--- src/rtl/clock_divider_multi_pkg.sv ---
// Shared constants for the multi-channel clock divider.
package clock_divider_multi_pkg;

  localparam logic MODE_TOGGLE = 1'b0;
  localparam logic MODE_PULSE  = 1'b1;

endpackage

--- src/rtl/clock_divider_chan.sv ---
// One divider channel: counter, active and shadow divisor/mode, pending flag, registered out/wrap.
module clock_divider_chan
  import clock_divider_multi_pkg::*;
#(
  parameter int unsigned COUNT_WIDTH  = 24,
  parameter int unsigned DEFAULT_DIV  = 6000000,
  parameter bit          DEFAULT_MODE = 1'b0
) (
  input  logic                   clk_i,
  input  logic                   rst_ni,
  input  logic                   en_i,
  input  logic                   sync_i,
  input  logic                   load_i,
  input  logic [COUNT_WIDTH-1:0] ld_div_i,
  input  logic                   ld_mode_i,
  output logic                   out_o,
  output logic                   wrap_o,
  output logic                   pending_o
);

  logic [COUNT_WIDTH-1:0] cnt_q, cnt_d;
  logic [COUNT_WIDTH-1:0] div_q, div_d;
  logic [COUNT_WIDTH-1:0] sh_div_q, sh_div_d;
  logic                   mode_q, mode_d;
  logic                   sh_mode_q, sh_mode_d;
  logic                   pend_q, pend_d;
  logic                   out_q, out_d;
  logic                   wrap_q, wrap_d;
  logic                   running, at_end, wrap_ev, apply;

  always_comb begin
    running = en_i && (div_q != '0);
    at_end  = running && (cnt_q == div_q - COUNT_WIDTH'(1));
    wrap_ev = at_end && !sync_i;
    apply   = pend_q && (wrap_ev || sync_i || !running);

    cnt_d     = cnt_q;
    out_d     = out_q;
    wrap_d    = 1'b0;
    div_d     = div_q;
    mode_d    = mode_q;
    sh_div_d  = sh_div_q;
    sh_mode_d = sh_mode_q;
    pend_d    = pend_q;

    if (sync_i) begin
      cnt_d = '0;
    end else if (running) begin
      if (at_end) begin
        cnt_d  = '0;
        wrap_d = 1'b1;
        out_d  = (mode_q == MODE_TOGGLE) ? ~out_q : 1'b1;
      end else begin
        cnt_d = cnt_q + COUNT_WIDTH'(1);
        if (mode_q == MODE_PULSE) out_d = 1'b0;
      end
    end

    // Apply overrides the counter; the old period's final toggle stands unless the mode changes.
    if (apply) begin
      div_d  = sh_div_q;
      mode_d = sh_mode_q;
      pend_d = 1'b0;
      cnt_d  = '0;
      if (sh_mode_q != mode_q) out_d = 1'b0;
    end

    // A load can only be accepted while not pending, so it never coincides with apply.
    if (load_i) begin
      sh_div_d  = ld_div_i;
      sh_mode_d = ld_mode_i;
      pend_d    = 1'b1;
    end
  end

  always_ff @(posedge clk_i) begin
    if (!rst_ni) begin
      cnt_q     <= '0;
      div_q     <= COUNT_WIDTH'(DEFAULT_DIV);
      mode_q    <= DEFAULT_MODE;
      sh_div_q  <= COUNT_WIDTH'(DEFAULT_DIV);
      sh_mode_q <= DEFAULT_MODE;
      pend_q    <= 1'b0;
      out_q     <= 1'b0;
      wrap_q    <= 1'b0;
    end else begin
      cnt_q     <= cnt_d;
      div_q     <= div_d;
      mode_q    <= mode_d;
      sh_div_q  <= sh_div_d;
      sh_mode_q <= sh_mode_d;
      pend_q    <= pend_d;
      out_q     <= out_d;
      wrap_q    <= wrap_d;
    end
  end

  assign out_o     = out_q;
  assign wrap_o    = wrap_q;
  assign pending_o = pend_q;

endmodule

--- src/rtl/clock_divider_multi.sv ---
// Multi-channel programmable clock divider with a valid/ready divisor/mode config port.
module clock_divider_multi
  import clock_divider_multi_pkg::*;
#(
  parameter int unsigned NUM_CHAN     = 4,
  parameter int unsigned COUNT_WIDTH  = 24,
  parameter int unsigned CHAN_W       = 2,
  parameter int unsigned DEFAULT_DIV  = 6000000,
  parameter bit          DEFAULT_MODE = 1'b0
) (
  input  logic                   clk,
  input  logic                   rst,
  input  logic [NUM_CHAN-1:0]    en,
  input  logic                   sync,
  input  logic                   cfg_valid,
  output logic                   cfg_ready,
  input  logic [CHAN_W-1:0]      cfg_chan,
  input  logic [COUNT_WIDTH-1:0] cfg_div,
  input  logic                   cfg_mode,
  output logic [NUM_CHAN-1:0]    out,
  output logic [NUM_CHAN-1:0]    wrap,
  output logic [NUM_CHAN-1:0]    pending
);

  logic [NUM_CHAN-1:0] load;

  // Out-of-range channels never match, so such writes are always accepted and dropped.
  always_comb begin
    cfg_ready = 1'b1;
    for (int unsigned i = 0; i < NUM_CHAN; i++) begin
      if ((cfg_chan == CHAN_W'(i)) && pending[i]) cfg_ready = 1'b0;
    end
  end

  for (genvar i = 0; i < NUM_CHAN; i++) begin : g_chan
    assign load[i] = cfg_valid && cfg_ready && (cfg_chan == CHAN_W'(i));

    clock_divider_chan #(
      .COUNT_WIDTH  (COUNT_WIDTH),
      .DEFAULT_DIV  (DEFAULT_DIV),
      .DEFAULT_MODE (DEFAULT_MODE)
    ) u_chan (
      .clk_i     (clk),
      .rst_ni    (rst),
      .en_i      (en[i]),
      .sync_i    (sync),
      .load_i    (load[i]),
      .ld_div_i  (cfg_div),
      .ld_mode_i (cfg_mode),
      .out_o     (out[i]),
      .wrap_o    (wrap[i]),
      .pending_o (pending[i])
    );
  end

endmodule

--- config.mk ---
export PLATFORM = sky130hd
export DESIGN_NAME = clock_divider_multi
export DESIGN_NICKNAME = d
export VERILOG_FILES = /design/src/rtl/clock_divider_multi_pkg.sv /design/src/rtl/clock_divider_chan.sv /design/src/rtl/clock_divider_multi.sv
export SDC_FILE = /design/constraint.sdc
export NUM_CORES = 1
export LEC_CHECK = 0
export BUFFER_PORTS_ARGS = -buffer_cell sky130_fd_sc_hd__buf_2
export CAP_MARGIN = 40
export CORE_MARGIN = 4
export CORE_UTILIZATION = 35
export CTS_CLUSTER_DIAMETER = 50
export CTS_CLUSTER_SIZE = 20
export DETAILED_ROUTE_END_ITERATION = 8
export GPL_TIMING_DRIVEN = 0
export PLACE_DENSITY = 0.52
export SYNTH_ARGS = -nofsm -noshare
export SYNTH_HDL_FRONTEND = slang
export SYNTH_SLANG_ARGS = --single-unit
--- constraint.sdc ---
create_clock -name clk -period 4.45 [get_ports clk]
set_clock_uncertainty 0.1 [all_clocks]
set_input_delay 0.2225 -clock clk [delete_from_list [all_inputs] [get_ports clk]]
set_output_delay 0.2225 -clock clk [all_outputs]
set_load 0.02 [all_outputs]
==> impl_metrics.toml <==
[synthesis]
synth_top_flop_cell = "dfxtp_1"
synthTopCellsByArea = "dfxtp_1 (41%), nand2_1 (9.4%), xor2_1 (6.2%)"
netlist_instances = 1884
synth-seq-cells = 308
async_flop_share_pct = 0
synth_top_cell_area_share_pct = 40.6
ys_types = 69
yosys_warnings = 0
synth_area_um2 = 15200
synth_edf_count = 0
synth_top_cell_by_area = "dfxtp_1"
seq_area_frac_synth_pct = 40.6
synth_fp_nets = 1931
avgSynthCellArea_um2 = 8.06

[placed_design]
place.gp.congestion = 0.850
dp_hpwl_um = 34100
io_buffers = 44
place_ws_ns = -0.206
placed_cells = 2519

[timing]
hold_ws_ns = 0.0906
clock.fmax_mhz = 236
fin_ws_ns = 0.208
worst_slew_pin_slew_ns = 0.890
hold_viol = 0
slew_viol_final = 0
slew_headroom_pct = 40.5
setup_viol = 0
period_needed_ns = 4.24
period_share_pct = 95.3
rsz0062_at_grt = "yes"

[clocking]
htree_levels = 2
cts_tree = "done"
cts_setup_buffers = 0
clk-insertion-delay-late_ns = 0.56
clkTransAtPathRegs_ns = 0.06
clockRootBuffer = "clkbuf_16"
clock_path_buffers = 3
cts.sinks = 308
numCtsBuffers = 38

[run_status]
outcome = "completed"

[floorplanning]
ios = 48
core_area_um2 = 43000
dieArea_um2 = 46800
die_h_um = 216
die_x_um = 216
rows = 76
start_util_pct = 35.3

[finish]
syn_to_final_growth_pct = 18.1
drive_gt1_share_pct = 8.38
layout.cells.non_filler = 2615
num-fill-cells = 4388
layout.nets = 2047

[global_route]
grt_start_max_net_pins = 17
overflow = 0
grt_util_met2_pct = 30.0
grt_pass1_wl_um = 72500
antenna_found_initial = 1
use_met1_pct = 27.3
grt_use_met3_pct = 2.89
grt_pass1_vias = 13100
grt_busiest_layer = "met2"
gr-usage-all-layers_pct = 19.3

[routing]
vias = 13600
viasPerCell = 5.19
route.detailed.drc = 0
drtPass1Iterations = 5
wire_per_inst_um = 17.5
routed_wl_um = 45700
drt-initial-drc-count = 836
ant_nets = 0

[power]
ir_worst_vdd_mv = 0.264
power_density_nw_per_um2 = 366
p_leak_nw = 6.44

[critical_path]
r2r_slack_ns = 0.21
crit_type = "reg2reg"
r2r_cells = 11
worstSetupEndpointType = "register"
r2r-start = "g_chan[0].u_chan.div_q[7]"
crit_path_start_kind = "register"
cp-endpoint = "g_chan[0].u_chan.cnt_q[8]"
required_ns = 4.79
cp_max_fo = 10
startpoint = "g_chan[0].u_chan.div_q[7]"
worst_r2r_endpoint = "g_chan[0].u_chan.cnt_q[8]"
cp.arrival_ns = 4.58

[hold_path]
hp-start = "en[0]"
min_path_cells = 5
hold_class = "in2reg"

[job]
maxCapViolations = 0
## synth_stat cells, types with 14 or more instances
master	n
a21oi_1	90
and2_1	14
and3_1	29
clkbuf_1	85
dfxtp_1	308
inv_1	20
mux2i_1	59
nand2_1	381
nand2b_1	15
nand3_1	138
nand4_1	28
nor2_1	142
nor3_1	46
nor4_1	35
o21ai_0	49
o21ai_1	15
o31ai_1	14
or3_1	21
xnor2_1	99
xor2_1	107
## cell families after synthesis
family	count (synthesis)	synth area share (%)
flops	308	40.6
compound gates	243	10.0
simple gates	922	28.7
mux	62	4.11
xor+xnor	206	11.9
fa+ha+maj	12	0.988
buf+inv	131	3.71
## critical path: stages, from the launching register on
cell       delay [ns]
dfxtp_1          0.31
buf_6            0.13
or4_4            0.58
or3_1            0.36
buf_2            0.19
or4_1            0.53
a22oi_1          0.18
or4b_4           0.49
a2111oi_4        0.56
a211o_1          0.34
buf_2            0.27
nor2_1           0.07
## how the worst min path moves through the flow
stage | endpoint
after floorplan | g_chan[0].u_chan.sh_div_q[10]
after global placement | g_chan[0].u_chan.div_q[4]
after detailed placement | g_chan[0].u_chan.div_q[4]
after CTS | g_chan[0].u_chan.cnt_q[0]
after global routing | g_chan[0].u_chan.cnt_q[0]
final | g_chan[0].u_chan.cnt_q[0]
## per-layer routing
metal,vias up,routed length [um]
li1,6739,-
met1,6472,22000
met2,269,20000
met3,80,2320
met4,0,1320
met5,-,0
## layout by cell type (no fill, tap or decap), types with 41 or more instances in the layout
cell type and n:
dfxtp_1 308, buf_2 56, clkbuf_16 41, a21oi_1 90
nand2_1 381, xnor2_1 99, o21ai_0 49, mux2i_1 59
nor3_1 44, nand3_1 138, clkbuf_1 86, nor2_1 142
xor2_1 107
## report_power, final
group | switching, mW | leakage [nW] | internal (mW)
clock | 1.36 | 0.681 | 2.03
sequential | 0.0363 | 2.49 | 2.80
combinational | 0.227 | 3.26 | 0.103
total | 1.62 | 6.44 | 4.93
## registers in the layout, summed over array words and instances, names as in the netlist
name,cells
g_chan.u_chan.div_q,96
g_chan.u_chan.sh_mode_q,4
g_chan.u_chan.wrap_o,4
g_chan.u_chan.out_o,4
g_chan.u_chan.sh_div_q,96
g_chan.u_chan.mode_q,4
g_chan.u_chan.cnt_q,96
g_chan.u_chan.pending_o,4
## final cells by class
| type | count | area, um^2 | area share (%) |
|---|---|---|---|
| diodes | 1 | 2.50 | 0.0140 |
| repair buffers | 76 | 514 | 2.87 |
| inverters | 20 | 75.1 | 0.419 |
| clock buffers | 46 | 1080 | 6.05 |
| plain buffers | 111 | 488 | 2.72 |
| well taps | 585 | 732 | 4.08 |
| flip-flops and latches | 308 | 6170 | 34.4 |
| clock inverters | 23 | 307 | 1.71 |
| multi-input cells | 1445 | 8560 | 47.8 |
## repair_timing
action / CTS / global route
hold buffers: 26 / 0
endpoints found under the hold margin: 101 / 0
resized for setup: 4 / 11
pin swaps: 0 / 0
setup endpoints to repair: 35 / 157
## per-stage QoR
| stage | instance area (um^2) | total power [mW] | utilization, % | setup TNS (ns) |
|---|---|---|---|---|
| final | 17900 | 6.55 | 41.7 | 0 |
| after global routing | 17900 | 6.78 | 41.7 | -0.0106 |
| after CTS | 17900 | 6.63 | 41.5 | 0 |
| after detailed placement | 16200 | 3.21 | 37.6 | -3.41 |
| after global placement | 16100 | 3.20 | 37.6 | -4.98 |
| after floorplan | 15200 | 3.07 | - | 0 |
Power figures use the tool's default switching activity.
